[src/rtl/nn_pkg.sv]
// Shared fixed-point definitions and types for the perceptron training datapath.
package nn_pkg;

  localparam int SIGN = 1;
  localparam int Q_M  = 15;
  localparam int Q_N  = 16;
  localparam int W    = SIGN + Q_M + Q_N;

  typedef struct packed {
    logic [W-1:0] x1;
    logic [W-1:0] x2;
    logic [W-1:0] out;
  } sample_t;

  typedef enum logic [1:0] {
    IDLE   = 2'd0,
    STREAM = 2'd1,
    DONE   = 2'd2
  } stream_state_t;

endpackage

[src/rtl/sample_table.sv]
// Training sample register file: one write port, asynchronous read port with
// write-first bypass so a same-cycle write is visible on a matching read.
module sample_table
  import nn_pkg::*;
#(
  parameter int NUM_SAMPLES = 4,
  parameter int ADDR_W      = 2
) (
  input  logic              clk_i,
  input  logic              reset_i,
  input  logic              wr_en_i,
  input  logic [ADDR_W-1:0] wr_addr_i,
  input  sample_t           wr_data_i,
  input  logic [ADDR_W-1:0] rd_addr_i,
  output sample_t           rd_data_o
);

  sample_t mem_q [NUM_SAMPLES];
  logic    wr_hit_s;
  logic    rd_in_range_s;

  assign wr_hit_s      = wr_en_i && (32'(wr_addr_i) < 32'(NUM_SAMPLES));
  assign rd_in_range_s = 32'(rd_addr_i) < 32'(NUM_SAMPLES);

  // Table storage; cleared on reset.
  always_ff @(posedge clk_i or posedge reset_i) begin
    if (reset_i) begin
      for (int i = 0; i < NUM_SAMPLES; i++) begin
        mem_q[i] <= '0;
      end
    end else if (wr_hit_s) begin
      mem_q[wr_addr_i] <= wr_data_i;
    end
  end

  // Read with write-first bypass.
  always_comb begin
    rd_data_o = '0;
    if (wr_hit_s && (wr_addr_i == rd_addr_i)) begin
      rd_data_o = wr_data_i;
    end else if (rd_in_range_s) begin
      rd_data_o = mem_q[rd_addr_i];
    end else begin
      rd_data_o = '0;
    end
  end

endmodule

[src/rtl/training_sample_streamer.sv]
// Streams the sample table to the neuron trainer over valid/ready for
// TRAIN_ITERATIONS epochs, then pulses done_o.
module training_sample_streamer #(
  parameter int  NUM_SAMPLES      = 4,
  parameter int  TRAIN_ITERATIONS = 10,
  parameter int  SIGN             = 1,
  parameter int  Q_M              = 15,
  parameter int  Q_N              = 16,
  localparam int DW               = SIGN + Q_M + Q_N,
  localparam int ADDR_W           = (NUM_SAMPLES > 1) ? $clog2(NUM_SAMPLES) : 1
) (
  input  logic              clk_i,
  input  logic              reset_i,
  input  logic              wr_en_i,
  input  logic [ADDR_W-1:0] wr_addr_i,
  input  logic [DW-1:0]     wr_x1_i,
  input  logic [DW-1:0]     wr_x2_i,
  input  logic [DW-1:0]     wr_out_i,
  input  logic              start_i,
  input  logic              abort_i,
  output logic [DW-1:0]     train_x1_o,
  output logic [DW-1:0]     train_x2_o,
  output logic [DW-1:0]     train_out_o,
  output logic              valid_o,
  input  logic              ready_i,
  output logic              epoch_last_o,
  output logic [15:0]       epoch_o,
  output logic              busy_o,
  output logic              done_o
);
  import nn_pkg::*;

  if (TRAIN_ITERATIONS > 65535 || TRAIN_ITERATIONS < 0) begin : g_iter_chk
    $error("TRAIN_ITERATIONS must be in 0..65535");
  end
  if (NUM_SAMPLES < 1) begin : g_num_chk
    $error("NUM_SAMPLES must be >= 1");
  end
  if (DW != W) begin : g_width_chk
    $error("SIGN+Q_M+Q_N must match the package word width");
  end

  localparam logic [ADDR_W-1:0] LAST_IDX   = ADDR_W'(NUM_SAMPLES - 1);
  localparam logic [15:0]       LAST_EPOCH = 16'((TRAIN_ITERATIONS > 0) ? TRAIN_ITERATIONS - 1 : 0);
  localparam logic              ONE_SAMPLE = 1'(NUM_SAMPLES == 1);

  stream_state_t     state_q, state_d;
  logic [ADDR_W-1:0] idx_q, idx_d, rd_addr_s;
  logic [15:0]       epoch_q, epoch_d;
  sample_t           sample_q, sample_d, rd_data_s, wr_data_s;
  logic              valid_q, valid_d;
  logic              last_q, last_d;
  logic              busy_q, busy_d;
  logic              done_q, done_d;
  logic              wr_en_s;

  // The table is frozen while a run is streaming.
  assign wr_en_s   = wr_en_i && (state_q != STREAM);
  assign wr_data_s = {wr_x1_i, wr_x2_i, wr_out_i};

  sample_table #(
    .NUM_SAMPLES (NUM_SAMPLES),
    .ADDR_W      (ADDR_W)
  ) u_table (
    .clk_i     (clk_i),
    .reset_i   (reset_i),
    .wr_en_i   (wr_en_s),
    .wr_addr_i (wr_addr_i),
    .wr_data_i (wr_data_s),
    .rd_addr_i (rd_addr_s),
    .rd_data_o (rd_data_s)
  );

  // Next-state and next-output logic.
  always_comb begin
    state_d   = state_q;
    idx_d     = idx_q;
    epoch_d   = epoch_q;
    sample_d  = sample_q;
    valid_d   = valid_q;
    last_d    = last_q;
    busy_d    = busy_q;
    done_d    = 1'b0;
    rd_addr_s = idx_q;
    case (state_q)
      IDLE: begin
        valid_d = 1'b0;
        last_d  = 1'b0;
        busy_d  = 1'b0;
        if (start_i) begin
          idx_d     = '0;
          epoch_d   = 16'd0;
          rd_addr_s = '0;
          if (TRAIN_ITERATIONS == 0) begin
            state_d = DONE;
            done_d  = 1'b1;
          end else begin
            state_d  = STREAM;
            sample_d = rd_data_s;
            valid_d  = 1'b1;
            last_d   = ONE_SAMPLE;
            busy_d   = 1'b1;
          end
        end else begin
          state_d = IDLE;
        end
      end
      STREAM: begin
        if (abort_i) begin
          state_d = IDLE;
          valid_d = 1'b0;
          last_d  = 1'b0;
          busy_d  = 1'b0;
        end else if (valid_q && ready_i) begin
          if (idx_q == LAST_IDX) begin
            idx_d     = '0;
            rd_addr_s = '0;
            if (epoch_q == LAST_EPOCH) begin
              state_d = DONE;
              valid_d = 1'b0;
              last_d  = 1'b0;
              busy_d  = 1'b0;
              done_d  = 1'b1;
            end else begin
              epoch_d  = epoch_q + 16'd1;
              sample_d = rd_data_s;
              last_d   = ONE_SAMPLE;
            end
          end else begin
            idx_d     = idx_q + ADDR_W'(1);
            rd_addr_s = idx_q + ADDR_W'(1);
            sample_d  = rd_data_s;
            last_d    = ((idx_q + ADDR_W'(1)) == LAST_IDX);
          end
        end else begin
          state_d = STREAM;
        end
      end
      DONE: begin
        state_d = IDLE;
        valid_d = 1'b0;
        last_d  = 1'b0;
        busy_d  = 1'b0;
      end
      default: begin
        state_d = IDLE;
        valid_d = 1'b0;
        last_d  = 1'b0;
        busy_d  = 1'b0;
      end
    endcase
  end

  // State, counters and output registers.
  always_ff @(posedge clk_i or posedge reset_i) begin
    if (reset_i) begin
      state_q  <= IDLE;
      idx_q    <= '0;
      epoch_q  <= 16'd0;
      sample_q <= '0;
      valid_q  <= 1'b0;
      last_q   <= 1'b0;
      busy_q   <= 1'b0;
      done_q   <= 1'b0;
    end else begin
      state_q  <= state_d;
      idx_q    <= idx_d;
      epoch_q  <= epoch_d;
      sample_q <= sample_d;
      valid_q  <= valid_d;
      last_q   <= last_d;
      busy_q   <= busy_d;
      done_q   <= done_d;
    end
  end

  assign train_x1_o   = sample_q.x1;
  assign train_x2_o   = sample_q.x2;
  assign train_out_o  = sample_q.out;
  assign valid_o      = valid_q;
  assign epoch_last_o = last_q;
  assign epoch_o      = epoch_q;
  assign busy_o       = busy_q;
  assign done_o       = done_q;

endmodule
[config.mk]
export PLATFORM = sky130hd
export DESIGN_NAME = training_sample_streamer
export DESIGN_NICKNAME = d
export VERILOG_FILES = /design/src/rtl/nn_pkg.sv /design/src/rtl/sample_table.sv /design/src/rtl/training_sample_streamer.sv
export SDC_FILE = /design/constraint.sdc
export NUM_CORES = 1
export LEC_CHECK = 0
export CELL_PAD_IN_SITES_DETAIL_PLACEMENT = 0
export CELL_PAD_IN_SITES_GLOBAL_PLACEMENT = 1
export CORE_ASPECT_RATIO = 1.1
export CORE_MARGIN = 2
export CORE_UTILIZATION = 54
export DETAILED_ROUTE_END_ITERATION = 8
export DONT_BUFFER_PORTS = 1
export PLACE_DENSITY_LB_ADDON = 0.12
export SKIP_CTS_REPAIR_TIMING = 1
export SYNTH_ARGS = -nofsm -noshare
export SYNTH_HDL_FRONTEND = slang
export SYNTH_HIERARCHICAL = 1
export SYNTH_SLANG_ARGS = --single-unit
[constraint.sdc]
create_clock -name clk_i -period 19.25 [get_ports clk_i]
set_input_delay 3.85 -clock clk_i [delete_from_list [all_inputs] [get_ports clk_i]]
set_output_delay 3.85 -clock clk_i [all_outputs]
set_load 0.02 [all_outputs]
==> impl_metrics.toml <==
[layout]
syn_to_final_growth_pct = 8.81
multiInputGateArea_um2 = 9760
post-route-util_pct = 59.3
final_nets = 1475
drive_gt1_share_pct = 55.7
num_antenna_cells = 0
seqCellArea_um2 = 12600
final_common_cell = "dfrtp_1"
fillers = 3308
layout_common_cells = "dfrtp_1 (503), mux2_2 (496), mux4_2 (96)"

[worst_setup_path]
path_cells = "nor2_1, nand3_1, o21ai_4, buf_12, xnor2_1, nand3_4, buf_4, mux2_2, mux2_4"
critPathMaxFanout = 98
criticalPathCategory = "input port to flip-flop"
ff2ff_path_depth = 10
end_kind = "flip-flop"
crit_buf_inv = 2
arrival_ns = 7.64
cp.required_ns = 19.71
cp_num_cells = 9
critPathSlowestCell = "buf_4"
crit_family = "buffers and inverters"
critPathMaxStageDelay_ns = 0.95
critPathLaunchType = "input port"

[placed_design]
place_ws_ns = 11.37
gp_congestion = 0.763
hpwlAfterDp_um = 27900
io_buffers = 0

[global_routing]
groute.usage.overall_pct = 21.9
grt_overflow = 0
grt_start_max_net_pins = 180
grt_pass1_wl_um = 75100
grt_pass1_vias = 12600
antenna_found_initial = 0

[sta]
fmax_mhz = 139
worstMarginPinSlew_ns = 1.13
finalCriticalPeriod_ns = 7.18
slew_viol_final = 0
fin_skew_ns = 0.0191
setup_violations = 0
hold_viol = 0
relSlewSlack_pct = 24.9
rsz0062_at_grt = "false"
setup_slack_ns = 12.07
finalCritPeriodShare_pct = 37.3
tns_ns = 0

[power]
leakagePower_uw = 0.0106
swShare_pct = 28.4
p_per_area_nw_per_um2 = 140
total_power_uw = 3490
p_comb_share_pct = 21.0
p_sw_uw = 993
power_frac_seq_pct = 49.8
p_int_uw = 2500
peakVddDrop_v = 0.0000909
clkPwrFrac_pct = 29.2

[drt]
finalWirelength_um = 47400
drtIter0Drc = 611
via_count = 11800
vias_per_cell = 5.97
drt_first_pass_iters = 4
ant_nets = 0
wl_per_cell_um = 24.0
drc = 0

[clock_tree]
cts.sinks = 503
path_clk_slew_ns = 0.06
cts_tree = "done"
clock_tree.buffer_depth = 3
cts-buffers-inserted = 52
clkLatencyLatePin_ns = 0.59
cts.htree.levels = 2
root_buffer = "clkbuf_16"

[floorplan]
die_y_um = 220
row_count = 79
die_w_um = 201
core_um2 = 42100
dieArea_um2 = 44200
initial_core_util_pct = 54.5
ios = 220

[yosys]
synth_top_flop_cell = "dfrtp_1"
synth_area_per_cell_um2 = 16.5
ys_ff_latch = 503
netlist_instances = 1390
async_reset_ff_share_pct = 100
synth_enable_flop_cells = 0
yosysTopAreaCell = "dfrtp_1"
seq_area_frac_synth_pct = 54.8
synth_cell_types = 44
synth_top_area_share_pct = 54.8
synth_area_leaders = "dfrtp_1 (55%), mux2_2 (24%), mux4_2 (9.4%), mux2_4 (5.2%), buf_2 (1.4%)"
syn_area_um2 = 23000
yosys_warnings = 6
syn_nets = 1498

[min_path]
hold_path_depth = 1
min-delay-path-class = "flip-flop to flip-flop"

[job]
cap_violations = 0

[outcome]
outcome = "finished clean"
-- flip-flops by register name (all words and copies together), names as in the netlist --
name	flops
busy_o	1
done_o	1
epoch_last_o	1
epoch_o	16
idx_q	2
state_q	2
train_out_o	32
train_x1_o	32
train_x2_o	32
u_table/mem_q	384
-- layer usage --
| metal | GRT usage [%] | wire [um] | vias up |
|---|---|---|---|
| met3 | 4.51 | 2300 | 69 |
| met5 | 0 | 0 | - |
| met2 | 37.5 | 23800 | 228 |
| met4 | 7.16 | 1220 | 0 |
| met1 | 28.3 | 20100 | 6351 |
| li1 | - | - | 5131 |
-- power groups by stage --
stage / Sequential, uW / Clock (uW) / Combinational, uW
global placement: 1740 / 0 / 721
detailed placement: 1760 / 0 / 745
CTS: 1740 / 1050 / 746
global route: 1780 / 1100 / 795
finish: 1740 / 1020 / 734
floorplan: 1680 / 0 / 656
-- cell families (layout without fill, tap and decap cells) --
group	count (synthesis)	in the layout	share of synthesized area, %
xor+xnor	2	2	0.0763
flops	503	503	54.8
mux	674	674	39.1
fa+ha+maj	4	4	0.218
buf+inv	99	116	2.93
simple gates	65	65	1.67
compound gates	43	43	1.19
-- worst paths after layout --
| check | end | from | slack (ns) |
|---|---|---|---|
| setup / recovery | train_x1_o[21]$_DFFE_PP0P_ | abort_i | 12.07 |
| hold / removal | state_q[0]$_DFFE_PP0P_ | state_q[1]$_DFFE_PP0P_ | 0.47 |
| setup reg to reg | train_x1_o[21]$_DFFE_PP0P_ | state_q[0]$_DFFE_PP0P_ | 14.25 |
| hold reg to reg | state_q[0]$_DFFE_PP0P_ | state_q[1]$_DFFE_PP0P_ | 0.47 |
| max in group asynchronous | u_table/mem_q[305]$_DFFE_PP0P_ | reset_i | 14.35 |
| min in group asynchronous | train_out_o[21]$_DFFE_PP0P_ | reset_i | 3.16 |
-- cells in the mapped netlist, drive strengths merged, types with 2 or more instances --
cell,count
nand2,10
buf,91
clkbuf,2
nand3,11
mux4,96
o21ai,17
nand4,4
o31ai,9
ha,4
mux2,576
nand2b,6
nor4,8
mux2i,2
a311o,2
xnor2,2
nor3,4
a31oi,3
inv,6
dfrtp,503
nor2,8
a21oi,6
nand3b,2
or2,2
and3,2
-- stage by stage --
stage          std cells  area, um2  hold slack, ns
2_1_floorplan       1390      23000           0.436
3_3_place_gp        1880      23200           0.481
3_5_place_dp        1880      23200           0.467
4_1_cts             1974      25000           0.484
5_1_grt             1974      25000           0.503
6_report            1974      25000           0.475
-- final cells by class --
cell class / instances / area share, %
repair buffers: 16 / 0.581
clock inverters: 19 / 0.847
multi-input cells: 788 / 39.1
clock buffers: 75 / 6.12
inverters: 6 / 0.140
flip-flops and latches: 503 / 50.4
well taps: 567 / 2.84
(Power assumes the default switching activity.)
